## config.mk

```make
export PLATFORM = sky130hd
export DESIGN_NAME = irq_entry_ctrl
export DESIGN_NICKNAME = d
export VERILOG_FILES = /design/src/rtl/irq_entry_ctrl.sv
export SDC_FILE = /design/constraint.sdc
export NUM_CORES = 1
export LEC_CHECK = 0
export CORE_MARGIN = 2
export CORE_UTILIZATION = 33
export DETAILED_ROUTE_END_ITERATION = 6
export GPL_TIMING_DRIVEN = 1
export PLACE_DENSITY = 0.93
export SYNTH_ARGS = -nofsm -noshare
export SYNTH_HDL_FRONTEND = slang
export SYNTH_SLANG_ARGS = --single-unit
```

## constraint.sdc

```tcl
create_clock -name clk -period 6.6 [get_ports clk]
set_input_delay 1.32 -clock clk [delete_from_list [all_inputs] [get_ports clk]]
set_output_delay 1.32 -clock clk [all_outputs]
set_load 0.02 [all_outputs]
```

## src/rtl/irq_entry_ctrl.sv

```systemverilog
// Interrupt-entry sequencer: arbitrates masked sources, waits for an instruction
// boundary, then issues LR, SPSR, CPSR and PC writes before acknowledging the source.
module irq_entry_ctrl #(
  parameter int          N_SRC      = 4,
  parameter logic [31:0] VEC_BASE   = 32'h0000_0018,
  parameter int          VEC_STRIDE = 4
) (
  input  logic             clk,
  input  logic             rst,
  input  logic [N_SRC-1:0] irq_req,
  input  logic [N_SRC-1:0] irq_mask,
  input  logic             inst_boundary,
  input  logic             irq_ret,
  input  logic [31:0]      pc_cur,
  input  logic [31:0]      cpsr_cur,
  output logic             irq_take,
  output logic             write_lr,
  output logic [31:0]      lr_data,
  output logic             write_spsr,
  output logic [31:0]      spsr_data,
  output logic             write_cpsr,
  output logic [31:0]      cpsr_data,
  output logic             write_pc,
  output logic [31:0]      pc_data,
  output logic [N_SRC-1:0] irq_ack,
  output logic [N_SRC-1:0] in_service,
  output logic [2:0]       state
);

  localparam int IW = (N_SRC > 1) ? $clog2(N_SRC) : 1;

  typedef enum logic [2:0] {
    IDLE      = 3'd0,
    PEND      = 3'd1,
    SAVE_LR   = 3'd2,
    SAVE_SPSR = 3'd3,
    SET_CPSR  = 3'd4,
    LOAD_PC   = 3'd5,
    ACK       = 3'd6
  } state_t;

  state_t           r_state;
  logic [IW-1:0]    r_idx;
  logic             r_take;
  logic             r_wlr;
  logic             r_wspsr;
  logic             r_wcpsr;
  logic             r_wpc;
  logic [N_SRC-1:0] r_ack;
  logic [N_SRC-1:0] r_in_service;

  logic [N_SRC-1:0] w_pending;
  logic [IW-1:0]    w_win;
  logic             w_accept;
  logic [N_SRC-1:0] w_idx_onehot;
  logic [31:0]      w_vec;

  assign w_pending = irq_req & ~irq_mask;

  // Scan from the top so the lowest set index is the last one written.
  always_comb begin
    w_win = '0;
    for (int i = N_SRC - 1; i >= 0; i--) begin
      if (w_pending[i]) w_win = IW'(i);
    end
  end

  // No nesting: a new entry needs the I bit clear and nothing in service.
  assign w_accept     = (|w_pending) && !cpsr_cur[7] && !(|r_in_service);
  assign w_idx_onehot = {{(N_SRC-1){1'b0}}, 1'b1} << r_idx;
  assign w_vec        = VEC_BASE + (32'(r_idx) * 32'(VEC_STRIDE));

  always_ff @(posedge clk or posedge rst) begin
    if (rst) begin
      r_state      <= IDLE;
      r_idx        <= '0;
      r_take       <= 1'b0;
      r_wlr        <= 1'b0;
      r_wspsr      <= 1'b0;
      r_wcpsr      <= 1'b0;
      r_wpc        <= 1'b0;
      r_ack        <= '0;
      r_in_service <= '0;
    end else begin
      r_wlr   <= 1'b0;
      r_wspsr <= 1'b0;
      r_wcpsr <= 1'b0;
      r_wpc   <= 1'b0;
      r_ack   <= '0;

      // The set in ACK takes precedence over a coincident return.
      if (r_state == ACK)
        r_in_service <= w_idx_onehot;
      else if (irq_ret && (|r_in_service))
        r_in_service <= '0;

      case (r_state)
        IDLE: begin
          if (w_accept) begin
            r_idx   <= w_win;
            r_state <= PEND;
            r_take  <= 1'b1;
          end
        end
        PEND: begin
          if (inst_boundary) begin
            r_state <= SAVE_LR;
            r_wlr   <= 1'b1;
          end
        end
        SAVE_LR: begin
          r_state <= SAVE_SPSR;
          r_wspsr <= 1'b1;
        end
        SAVE_SPSR: begin
          r_state <= SET_CPSR;
          r_wcpsr <= 1'b1;
        end
        SET_CPSR: begin
          r_state <= LOAD_PC;
          r_wpc   <= 1'b1;
        end
        LOAD_PC: begin
          r_state <= ACK;
          r_take  <= 1'b0;
          r_ack   <= w_idx_onehot;
        end
        ACK: begin
          r_state <= IDLE;
        end
        default: begin
          r_state <= IDLE;
          r_take  <= 1'b0;
        end
      endcase
    end
  end

  // Strobes are registered alongside the state; data is gated by its strobe.
  assign irq_take   = r_take;
  assign write_lr   = r_wlr;
  assign write_spsr = r_wspsr;
  assign write_cpsr = r_wcpsr;
  assign write_pc   = r_wpc;
  assign lr_data    = r_wlr   ? (pc_cur + 32'd4) : 32'd0;
  assign spsr_data  = r_wspsr ? cpsr_cur : 32'd0;
  assign cpsr_data  = r_wcpsr ? {cpsr_cur[31:8], 1'b1, cpsr_cur[6:5], 5'b10010} : 32'd0;
  assign pc_data    = r_wpc   ? w_vec : 32'd0;
  assign irq_ack    = r_ack;
  assign in_service = r_in_service;
  assign state      = r_state;

endmodule
```

# Word level (Yosys, flattened, before mapping)
# Cells that the tools add are included.
[op_classes]
n_mux = 21
bitwise_logic = 3
n_lt_le_gt_ge = 0
reduce_logical = 13
add_sub_neg = 2
mul = 0
div = 0
n_eq_ne = 8
shift = 1
[op_table]
columns = ["operator", "n"]
rows = [
  ["$mux 32", 3],
  ["$add 32x3->32 const B", 1],
  ["$pmux 3 s6", 1],
  ["$mux 4", 3],
  ["$eq 3x3->1 const B", 3],
  ["$mux 2", 4],
  ["$reduce_or 4->1", 2],
  ["$add 5x4->6 const A", 1],
  ["$eq 3x2->1 const B", 2],
  ["$mux 1", 6],
  ["$mux 3", 2],
  ["$mux 6", 1],
  ["$reduce_and 2->1", 3],
  ["$reduce_or 5->1", 1],
  ["$and 4x4->4", 1],
  ["$ne 2x2->1 const B", 2],
  ["$not 4->4", 1],
  ["$shl 1x2->4 const A", 1],
  ["$eq 3x1->1 const B", 1],
  ["$logic_and 1x1->1", 3],
  ["$logic_not 3->1", 1],
  ["$logic_not 1->1", 2],
  ["$pmux 1 s2", 1],
  ["$reduce_bool 2->1", 1],
  ["$not 1->1", 1],
]
[word_totals]
out_inout_bits = 144
ff_bits = 18
mem_count = 0
latch_bits = 0
romBits = 0
mem_bits_rw = 0

# Depth between registers and ports, before layout
[logic_depth]
depth_word = 7
ltp_mapped = 6
ltp_nobuf = 5

# Worst setup path before layout
# No wires, ideal clock.
[synth_timing]
path_type = "in2out"
from = "in pc_cur[2]"
to = "out lr_data[30]"
n_path_buf = 0
path_stages = 5
setup_slack_ns = 2.268
arrival_ns = 3.012
required_ns = 5.280
cell_sequence = "ha_1 > nand4_1 > or4_4 > or4_1 > a21oi_1"
[synth_between]
elab_chain_cells = 2
[synth_rtl]
columns = ["element", "line_no", "text"]
rows = [
  ["start, declared", "14", "input logic [31:0] pc_cur,"],
  ["$add 32x3->32", "145", "assign lr_data = r_wlr ? (pc_cur + 32'd4) : 32'd0;"],
  ["$mux 32", "145", ""],
  ["end, declared", "18", "output logic [31:0] lr_data,"],
]
# Every way passes these cells.

# Final worst setup path
# Ends and elaborated chain as after synthesis.

==> impl_metrics.yaml <==
layout:
  drive_above_1_share: 0.0210
  finalInstanceArea_um2: 4020
  n_antenna_cell: 0
  layout-area-overhead-vs-synth_pct: 80.7
  nNetsFinal: 556
synthesis:
  synthArstFlopShare: 1.00
  synth_area_um2: 2230
  synth_cells: 306
  synth-seq-area-share: 0.202
  synthFlopType: "dfrtp_1"
  synth_area_leader_cell: "dfrtp_1"
  synth_top_area_frac: 0.202
  synth.distinct_cells: 41
  synth_seq_cells: 18
  synth_edf_count: 0
  synth_warnings: 0
  syn_avg_cell_area_um2: 7.28
  yosysMostFrequentCell: "and2_1"
  ys_top_cells_by_count: "63 x and2_1, 35 x buf_4, 21 x nand2_1"
  synthTopCellsByArea: "dfrtp_1 20%, and2_1 18%, buf_4 12%"
hold_path:
  min_path_type: "flop to flop"
  hold_start: "irq_take$_DFFE_PP0P_"
  min_path_cells: 2
  whs_endpoint: "irq_take$_DFFE_PP0P_"
timing:
  rsz0062_at_grt: "false"
  finalHoldViolCount: 0
  setup_viol: 0
  fin_tns_setup_ps: 0
  fin_crit_sh: 0.841
  finClkSkew_ps: 0.535
  relSlewSlack: 0.503
  worst_slew_pin_slew_ps: 746
  max_freq_ghz: 0.180
  slew_violations: 0
  min_period_ps: 5550
power:
  p_per_area_nw_per_um2: 226
  ir_drop_v: 0.000254
  leakagePower_uw: 0.00153
detailed_routing:
  vias: 2786
  drt_first_iter_violations: 60
  ant_nets: 0
  vias_per_cell: 5.03
  firstDrtPassIters: 4
  drt_wl_total_mm: 8.48
  drc: 0
  wl_per_cell_um: 15.3
floorplan:
  initial_core_util: 0.347
  fp.dieW_um: 86.2
  die-area_um2: 7420
  core_area_um2: 6420
  rows: 29
  ios: 220
  die_y_um: 86.2
clock_network:
  clock_sinks: 18
  cts_setup_buffers: 0
  root_buffer: "clkbuf_8"
  post_cts_resized: 0
  insertion_delay_ps: 240
  cts.reportedPaths.clkPinSlew_ps: 60
  ctsLongestPathBuffers: 2
  cts_buffers: 3
  cts_tree: "done"
  holdBufCountCts: 0
  h-tree-depth: 1
run:
  maxCapViolations: 0
setup_path:
  worstPathRequired_ps: 5280
  reg2reg_from: "in_service[2]$_DFFE_PP0P_"
  crit_fanout: 14
  r2r_slack_ps: 4740
  crit_arrival_ps: 4230
  timing.rr.end: "r_idx[0]$_DFFE_PP0P_"
  critPathKind: "input port to primary output"
  worstRegToRegCells: 4
  endpoint_kind: "primary output"
  critPathLaunchType: "input port"
placed_design:
  placed_cell_area_um2: 3980
  dp_hpwl_mm: 6.98
  gp_congestion: 0.907
  port_buffers: 188
run_status:
  outcome: "complete, no violations"
global_routing:
  grt_usage: 0.210
  first_global_vias: 2637
  grt_pass1_wl_mm: 12.8
  antenna_found_initial: 0
  grt.overflow.total: 0
  grt_max_degree: 34
## logic make-up after synthesis
family,after synthesis,share of synthesized area
multiplexers,4,0.0185
buffers and inverters,56,0.161
AND/OR/NAND/NOR,176,0.470
flip-flops,18,0.202
AO/OA/AOI/OAI,39,0.0978
XOR/XNOR,11,0.0433
other,1,0.00168
adder cells (fa/ha/maj),1,0.00562
## sequential cells by signal, indices dropped and copies added (netlist names)
| register | flops |
|---|---|
| irq_ack | 4 |
| write_spsr | 1 |
| state | 3 |
| irq_take | 1 |
| write_pc | 1 |
| write_lr | 1 |
| in_service | 4 |
| write_cpsr | 1 |
| r_idx | 2 |
## worst max-delay path by stage
stage | from | to | cells past startpoint
2_1_floorplan | pc_cur[2] | lr_data[30] | 5
3_3_place_gp | pc_cur[2] | lr_data[30] | 7
3_5_place_dp | pc_cur[2] | lr_data[30] | 7
4_1_cts | pc_cur[2] | lr_data[30] | 7
5_1_grt | pc_cur[2] | lr_data[30] | 7
6_report | pc_cur[2] | lr_data[30] | 7
## worst max-delay path: stages
cell and delay [ps]:
clkdlybuf4s50_1 550, ha_1 270, nand4_1 170, or4_4 600, or4_1 500, a21oi_1 170, clkdlybuf4s50_1 640
## layout by cell type, fill, tap and decap left out, types with 8 or more instances in the layout
cell,n
clkdlybuf4s50_1,188
and2_1,63
conb_1,31
nand2_1,21
nor2_1,18
dfrtp_1,18
a21oi_1,17
o21ai_0,13
nand3_1,12
nand2b_1,11
nand4_1,10
or3_1,8
xor2_1,8
## power breakdown
| part | switching (µW) | internal [µW] |
|---|---|---|
| registers | 70.8 | 139 |
| logic | 318 | 309 |
| clock network | 33.2 | 40.4 |
| total | 422 | 488 |
## layout make-up
cell class | instances | area [µm²]
fillers | 530 | 2400
clock buffers | 3 | 41.3
repair buffers | 188 | 1880
multi-input cells | 262 | 1530
flip-flops and latches | 18 | 450
well taps | 77 | 96.3
inverters | 6 | 22.5
## stage by stage
stage	setup WS, ps	util	power (µW)	hold slack (ps)	std cells
2_1_floorplan	2270	-	533	497	336
3_3_place_gp	1160	0.620	825	475	551
3_5_place_dp	1090	0.620	836	481	551
4_1_cts	1070	0.627	914	515	554
5_1_grt	927	0.627	965	548	554
6_report	1050	0.627	911	537	554
## per-layer routing
layer | wire (µm) | share of wire | global-route usage | vias to the layer above
met3 | 764 | 0.090 | 0.0452 | 12
met2 | 4370 | 0.52 | 0.385 | 147
met5 | 0 | 0 | 0 | -
met1 | 3270 | 0.39 | 0.256 | 1298
li1 | - | - | - | 1329
met4 | 78 | 0.0092 | 0.0303 | 0
No activity file was read; power rests on OpenSTA's default activity.
